==> src/rtl/alu_mul_sequencer.sv <==
// rtl/alu_mul_sequencer.sv - shift-and-add unsigned 32x32 multiply sequenced over a shared ALU
// Produces the low 32 product bits plus an exact overflow flag; one ALU op per granted cycle.
module alu_mul_sequencer #(
    parameter logic [3:0] OP_ADD = 4'h2,
    parameter logic [3:0] OP_SLL = 4'h5,
    parameter logic [3:0] OP_SRL = 4'h6
) (
    input  logic        clk,
    input  logic        reset,
    input  logic        start,
    input  logic [31:0] opa,
    input  logic [31:0] opb,
    output logic        busy,
    output logic        done,
    output logic [31:0] result,
    output logic        mul_ovf,
    output logic        alu_req,
    input  logic        alu_gnt,
    output logic [31:0] alu_a,
    output logic [31:0] alu_b,
    output logic [3:0]  alu_op,
    input  logic [31:0] alu_result,
    input  logic        alu_carryout,
    input  logic        alu_zero
);

    typedef enum logic [2:0] {
        S_IDLE = 3'd0,
        S_ADD  = 3'd1,
        S_SHM  = 3'd2,
        S_SHQ  = 3'd3,
        S_FIN  = 3'd4
    } state_t;

    state_t      r_state;
    state_t      w_next;
    logic [31:0] r_p;
    logic [31:0] r_m;
    logic [31:0] r_q;
    logic [31:0] r_result;
    logic        r_ovf;
    logic        r_mul_ovf;
    logic        w_shift_loss;

    // An M bit shifted out is only lost if multiplier bits above the current one are still pending.
    assign w_shift_loss = r_m[31] & (r_q[31:1] != 31'd0);

    always_ff @(posedge clk) begin
        if (reset) begin
            r_state   <= S_IDLE;
            r_p       <= 32'd0;
            r_m       <= 32'd0;
            r_q       <= 32'd0;
            r_result  <= 32'd0;
            r_ovf     <= 1'b0;
            r_mul_ovf <= 1'b0;
        end else begin
            r_state <= w_next;
            case (r_state)
                S_IDLE: begin
                    if (start) begin
                        r_p   <= 32'd0;
                        r_m   <= opa;
                        r_q   <= opb;
                        r_ovf <= 1'b0;
                    end
                end
                S_ADD: begin
                    if (alu_gnt) begin
                        r_p   <= alu_result;
                        r_ovf <= r_ovf | alu_carryout;
                    end
                end
                S_SHM: begin
                    if (alu_gnt) begin
                        r_m   <= alu_result;
                        r_ovf <= r_ovf | w_shift_loss;
                    end
                end
                S_SHQ: begin
                    if (alu_gnt) begin
                        r_q <= alu_result;
                    end
                end
                S_FIN: begin
                    r_result  <= r_p;
                    r_mul_ovf <= r_ovf;
                end
                default: begin
                end
            endcase
        end
    end

    always_comb begin
        w_next = r_state;
        case (r_state)
            S_IDLE: begin
                if (start) begin
                    if (opb == 32'd0)
                        w_next = S_FIN;
                    else if (opb[0])
                        w_next = S_ADD;
                    else
                        w_next = S_SHM;
                end
            end
            S_ADD: if (alu_gnt) w_next = S_SHM;
            S_SHM: if (alu_gnt) w_next = S_SHQ;
            S_SHQ: begin
                if (alu_gnt) begin
                    if (alu_zero)
                        w_next = S_FIN;
                    else if (alu_result[0])
                        w_next = S_ADD;
                    else
                        w_next = S_SHM;
                end
            end
            S_FIN:   w_next = S_IDLE;
            default: w_next = S_IDLE;
        endcase
    end

    // In FIN the freshly finished product bypasses the result register so done and data align.
    always_comb begin
        busy    = (r_state != S_IDLE);
        done    = (r_state == S_FIN);
        result  = (r_state == S_FIN) ? r_p : r_result;
        mul_ovf = (r_state == S_FIN) ? r_ovf : r_mul_ovf;
        alu_req = 1'b0;
        alu_a   = 32'd0;
        alu_b   = 32'd0;
        alu_op  = 4'd0;
        case (r_state)
            S_ADD: begin
                alu_req = 1'b1;
                alu_a   = r_p;
                alu_b   = r_m;
                alu_op  = OP_ADD;
            end
            S_SHM: begin
                alu_req = 1'b1;
                alu_a   = r_m;
                alu_b   = 32'd1;
                alu_op  = OP_SLL;
            end
            S_SHQ: begin
                alu_req = 1'b1;
                alu_a   = r_q;
                alu_b   = 32'd1;
                alu_op  = OP_SRL;
            end
            default: begin
            end
        endcase
    end

endmodule

==> config.mk <==
export PLATFORM = sky130hd
export DESIGN_NAME = alu_mul_sequencer
export DESIGN_NICKNAME = d
export VERILOG_FILES = /design/src/rtl/alu_mul_sequencer.sv
export SDC_FILE = /design/constraint.sdc
export NUM_CORES = 1
export LEC_CHECK = 0
export ABC_CLOCK_PERIOD_IN_PS = 2180
export BUFFER_PORTS_ARGS = -buffer_cell sky130_fd_sc_hd__buf_2
export CORE_ASPECT_RATIO = 0.75
export CORE_MARGIN = 2
export CORE_UTILIZATION = 52
export DETAILED_ROUTE_END_ITERATION = 8
export HOLD_SLACK_MARGIN = 0.02
export PLACE_DENSITY = 0.86
export SLEW_MARGIN = 25
export SYNTH_ARGS = -nofsm -noshare
export SYNTH_HDL_FRONTEND = slang
export SYNTH_SLANG_ARGS = --single-unit
==> constraint.sdc <==
create_clock -name clk -period 2.18 [get_ports clk]
set_clock_uncertainty 0.05 [all_clocks]
set_input_delay 0.109 -clock clk [delete_from_list [all_inputs] [get_ports clk]]
set_output_delay 0.109 -clock clk [all_outputs]
set_load 0.1 [all_outputs]
==> flow_metrics.tcl <==
set metrics [dict create \
    status "complete, but fails checks" \
    violations_in_the_final_reports "setup timing" \
    port_buffers 204 \
    crit_path_end_kind "output pin" \
    sequential_share_of_the_synthesized_area_pct 38.5 \
    totalWireLength_mm 30.4 \
    detail_route.drc_violations 0 \
    post-dp-hpwl_mm 16.1 \
    rr_startpoint "r_state[0]" \
    holdPathEnd "r_m[4]" \
    yosysUniqueCellTypes 40 \
    crit_fanout 24 \
    synthesis.area_per_instance_um2 8.75 \
    clk_pin_slew_worst_paths_ps 60 \
    worst_slack_ps -5.25 \
    cts_max_level 4 \
    grt_start_max_net_pins 65 \
    synth_seq_cells 133 \
    syn-instance-count 790 \
    ctsRootBufferMaster "clkbuf_16" \
    worst_hold_path_stage_count 3 \
    setup_repair_after_global_routing_missed_its_margin "true" \
    routed-via-count 8170 \
    cts_made_buffers 17 \
    fin_tns_setup_ps -5.25 \
    worst-path-buf-inv 3 \
    length_in_cells_of_the_worst_reg_to_reg_path 6 \
    cellPowerDensity_nw_per_um2 797 \
    leakage_nw 4.53 \
    critPathSlowestCell "dfxtp_2" \
    worst-endpoint-arrival_ps 2030 \
    min_path_type "input pin to flip-flop" \
    crit_path_cell_trace "buf_6 > buf_4 > a22oi_1 > nor2_2 > buf_12" \
    final-setup-viol-count 1 \
    timing.hold.worst.start "opa[4]" \
    synth_enable_flop_cells 0 \
    timing_worst_slew_pin_value_ps 637 \
    first_global_vias 8314 \
    synthesis.nets 892 \
    antenna_found_initial 2 \
    power_switching_w 0.00329 \
    pre_cts_ws_ps 226 \
    first_iter_violations 1012 \
    tritoncts_clock_tree "done" \
    ys_warn_count 0 \
    place.gp.congestion 0.908 \
    critical_path.top_delay_family "buffers and inverters" \
    overall_routing_resource_usage_pct 41.4 \
    drtPass1Iterations 8 \
    placedInstanceArea_um2 9750 \
    critical_path_required_ps 2020 \
    switching_part_of_the_total_pct 36.0 \
    grt-ovfl-total 0 \
    layout.cells.most_common_list "dfxtp_1, buf_12, buf_2" \
    detail-route-antenna-nets 0 \
    detail_route.wl_per_cell_um 24.5 \
    finish.instance_area_um2 11400 \
    max_clock_freq_mhz 458 \
    seq_power_share_pct 31.3 \
    clk_path_buf_depth 2 \
    number_of_max_slew_violations_in_the_final_report 0 \
    layout.nets 1157 \
    timing_hold_violations_final 0 \
    clock_latency_reported_for_the_late_side_of_the_worst_skew_pair_ps 410 \
    power.internal_w 0.00583 \
    floorplan.die_area_um2 14200 \
    final_period_minus_worst_setup_slack_ps 2190 \
    cp-start-kind "flip-flop" \
    grt_first_pass_wirelength_mm 45.7 \
    ir_worst_vdd_mv 0.646 \
    initial_utilization_pct 53.3 \
    hold_slack_ps 4.94 \
    layout-drive-gt1-share_pct 41.0 \
    core_area_um2 13000 \
    fp-row-count 36 \
    worstReg2RegEnd "r_p[10]" \
    die_span_in_x_um 137 \
    final_common_cell "dfxtp_1" \
    clock-sinks 133 \
    cap_violations 0 \
    synth.cell_area_um2 6910 \
    p_comb_share_pct 33.2 \
    fin_crit_sh_pct 100 \
    ios 206 \
    via_per_inst 6.58 \
    type_of_the_worst_setup_path "flip-flop to output pin" \
    r2r_slack_ps 70 \
    largest_stage_delay_on_the_critical_path_ps 410 \
    p_clk_share_pct 35.5 \
    worst_slew_margin_rel_pct 57.6 \
    die_y_um 104 \
    synth_async_sr_flop_share_pct 0 \
    ys.flop_type "dfxtp_1" \
    area.growth.synth_to_final_pct 65.4 \
]
==> routing by layer <==
metal	vias to the layer above	global-route usage [%]	share of wire [%]
li1	3357	-	-
met1	3796	49.1	35
met2	792	66.6	47
met3	225	11.3	12
met4	0	24.2	6.4
met5	-	0	0
==> worst register-to-register path, cell delays in order, from the launching register on <==
cell and delay (ps):
dfxtp_2 410, buf_6 280, nand2_1 210, a211oi_4 290, buf_4 380, nand3_1 170, a21oi_1 230
==> power by group through the flow <==
stage | combinational (W) | sequential, W | clock, W
after global placement | 0.00260 | 0.00285 | 0
after detailed placement | 0.00267 | 0.00286 | 0
after CTS | 0.00285 | 0.00282 | 0.00320
after global routing | 0.00312 | 0.00285 | 0.00333
final | 0.00303 | 0.00285 | 0.00324
after floorplan | 0.00182 | 0.00278 | 0
==> layout make-up <==
cell class,count,area [um^2]
flip-flops and latches,133,2670
well taps,171,214
inverters,2,7.51
fillers,504,1540
clock buffers,20,457
diodes,3,7.51
repair buffers,325,3830
clock inverters,12,201
multi-input cells,576,4050
==> stage by stage <==
step | utilization [%] | total power, W | instances
floorplan | - | 0.00460 | 790
global placement | 75.1 | 0.00545 | 1112
detailed placement | 75.1 | 0.00553 | 1112
CTS | 87.6 | 0.00887 | 1235
global route | 88.1 | 0.00931 | 1242
finish | 88.1 | 0.00911 | 1242
==> worst max-delay path by stage <==
stage / startpoint / slack, ps / cells past startpoint / endpoint
after detailed placement: r_state[0] / 230 / 6 / r_p[5]
after floorplan: r_state[1] / -460 / 5 / alu_b[0]
after CTS: r_state[1] / -6 / 6 / alu_a[13]
after global routing: r_state[1] / -10 / 5 / alu_a[9]
final: r_state[0] / -5 / 5 / alu_a[15]
after global placement: r_state[0] / 330 / 6 / r_p[26]
==> synth_stat cells (31+ instances only) <==
cell	instances	area, um^2
clkbuf_1	45	169
mux2_2	65	732
a211oi_1	32	240
a21oi_1	35	175
a22oi_1	31	233
and2_1	32	200
nand2_1	69	259
mux2i_1	33	330
dfxtp_1	133	2660
nand3_1	65	325
nor2b_1	38	238
nor2_1	101	379
==> sequential cells by signal, summed over array words and instances, names as in the netlist <==
name and cells:
r_ovf 1, r_m 32, r_p 32, r_result 32, r_mul_ovf 1, r_q 32
r_state 3
==> cells by family (layout without fill, tap and decap cells) <==
group / count (synthesis) / count (layout) / synth area share [%]
buf+inv: 81 / 359 / 5.50
compound gates: 143 / 143 / 17.5
flops: 133 / 133 / 38.5
other cells: 1 / 4 / 0.0543
mux: 98 / 98 / 15.4
simple gates: 334 / 334 / 23.0
==> repair_timing <==
item / in CTS / in global routing
resized for setup: 6 / 5
hold endpoints to repair: 90 / 0
pin swaps: 0 / 1
hold buffers: 90 / 0
buffers inserted: 0 / 3
endpoints found under the setup margin: 39 / 70
gates cloned: 1 / 1
Note: power is estimated with default switching activity, not from simulation.
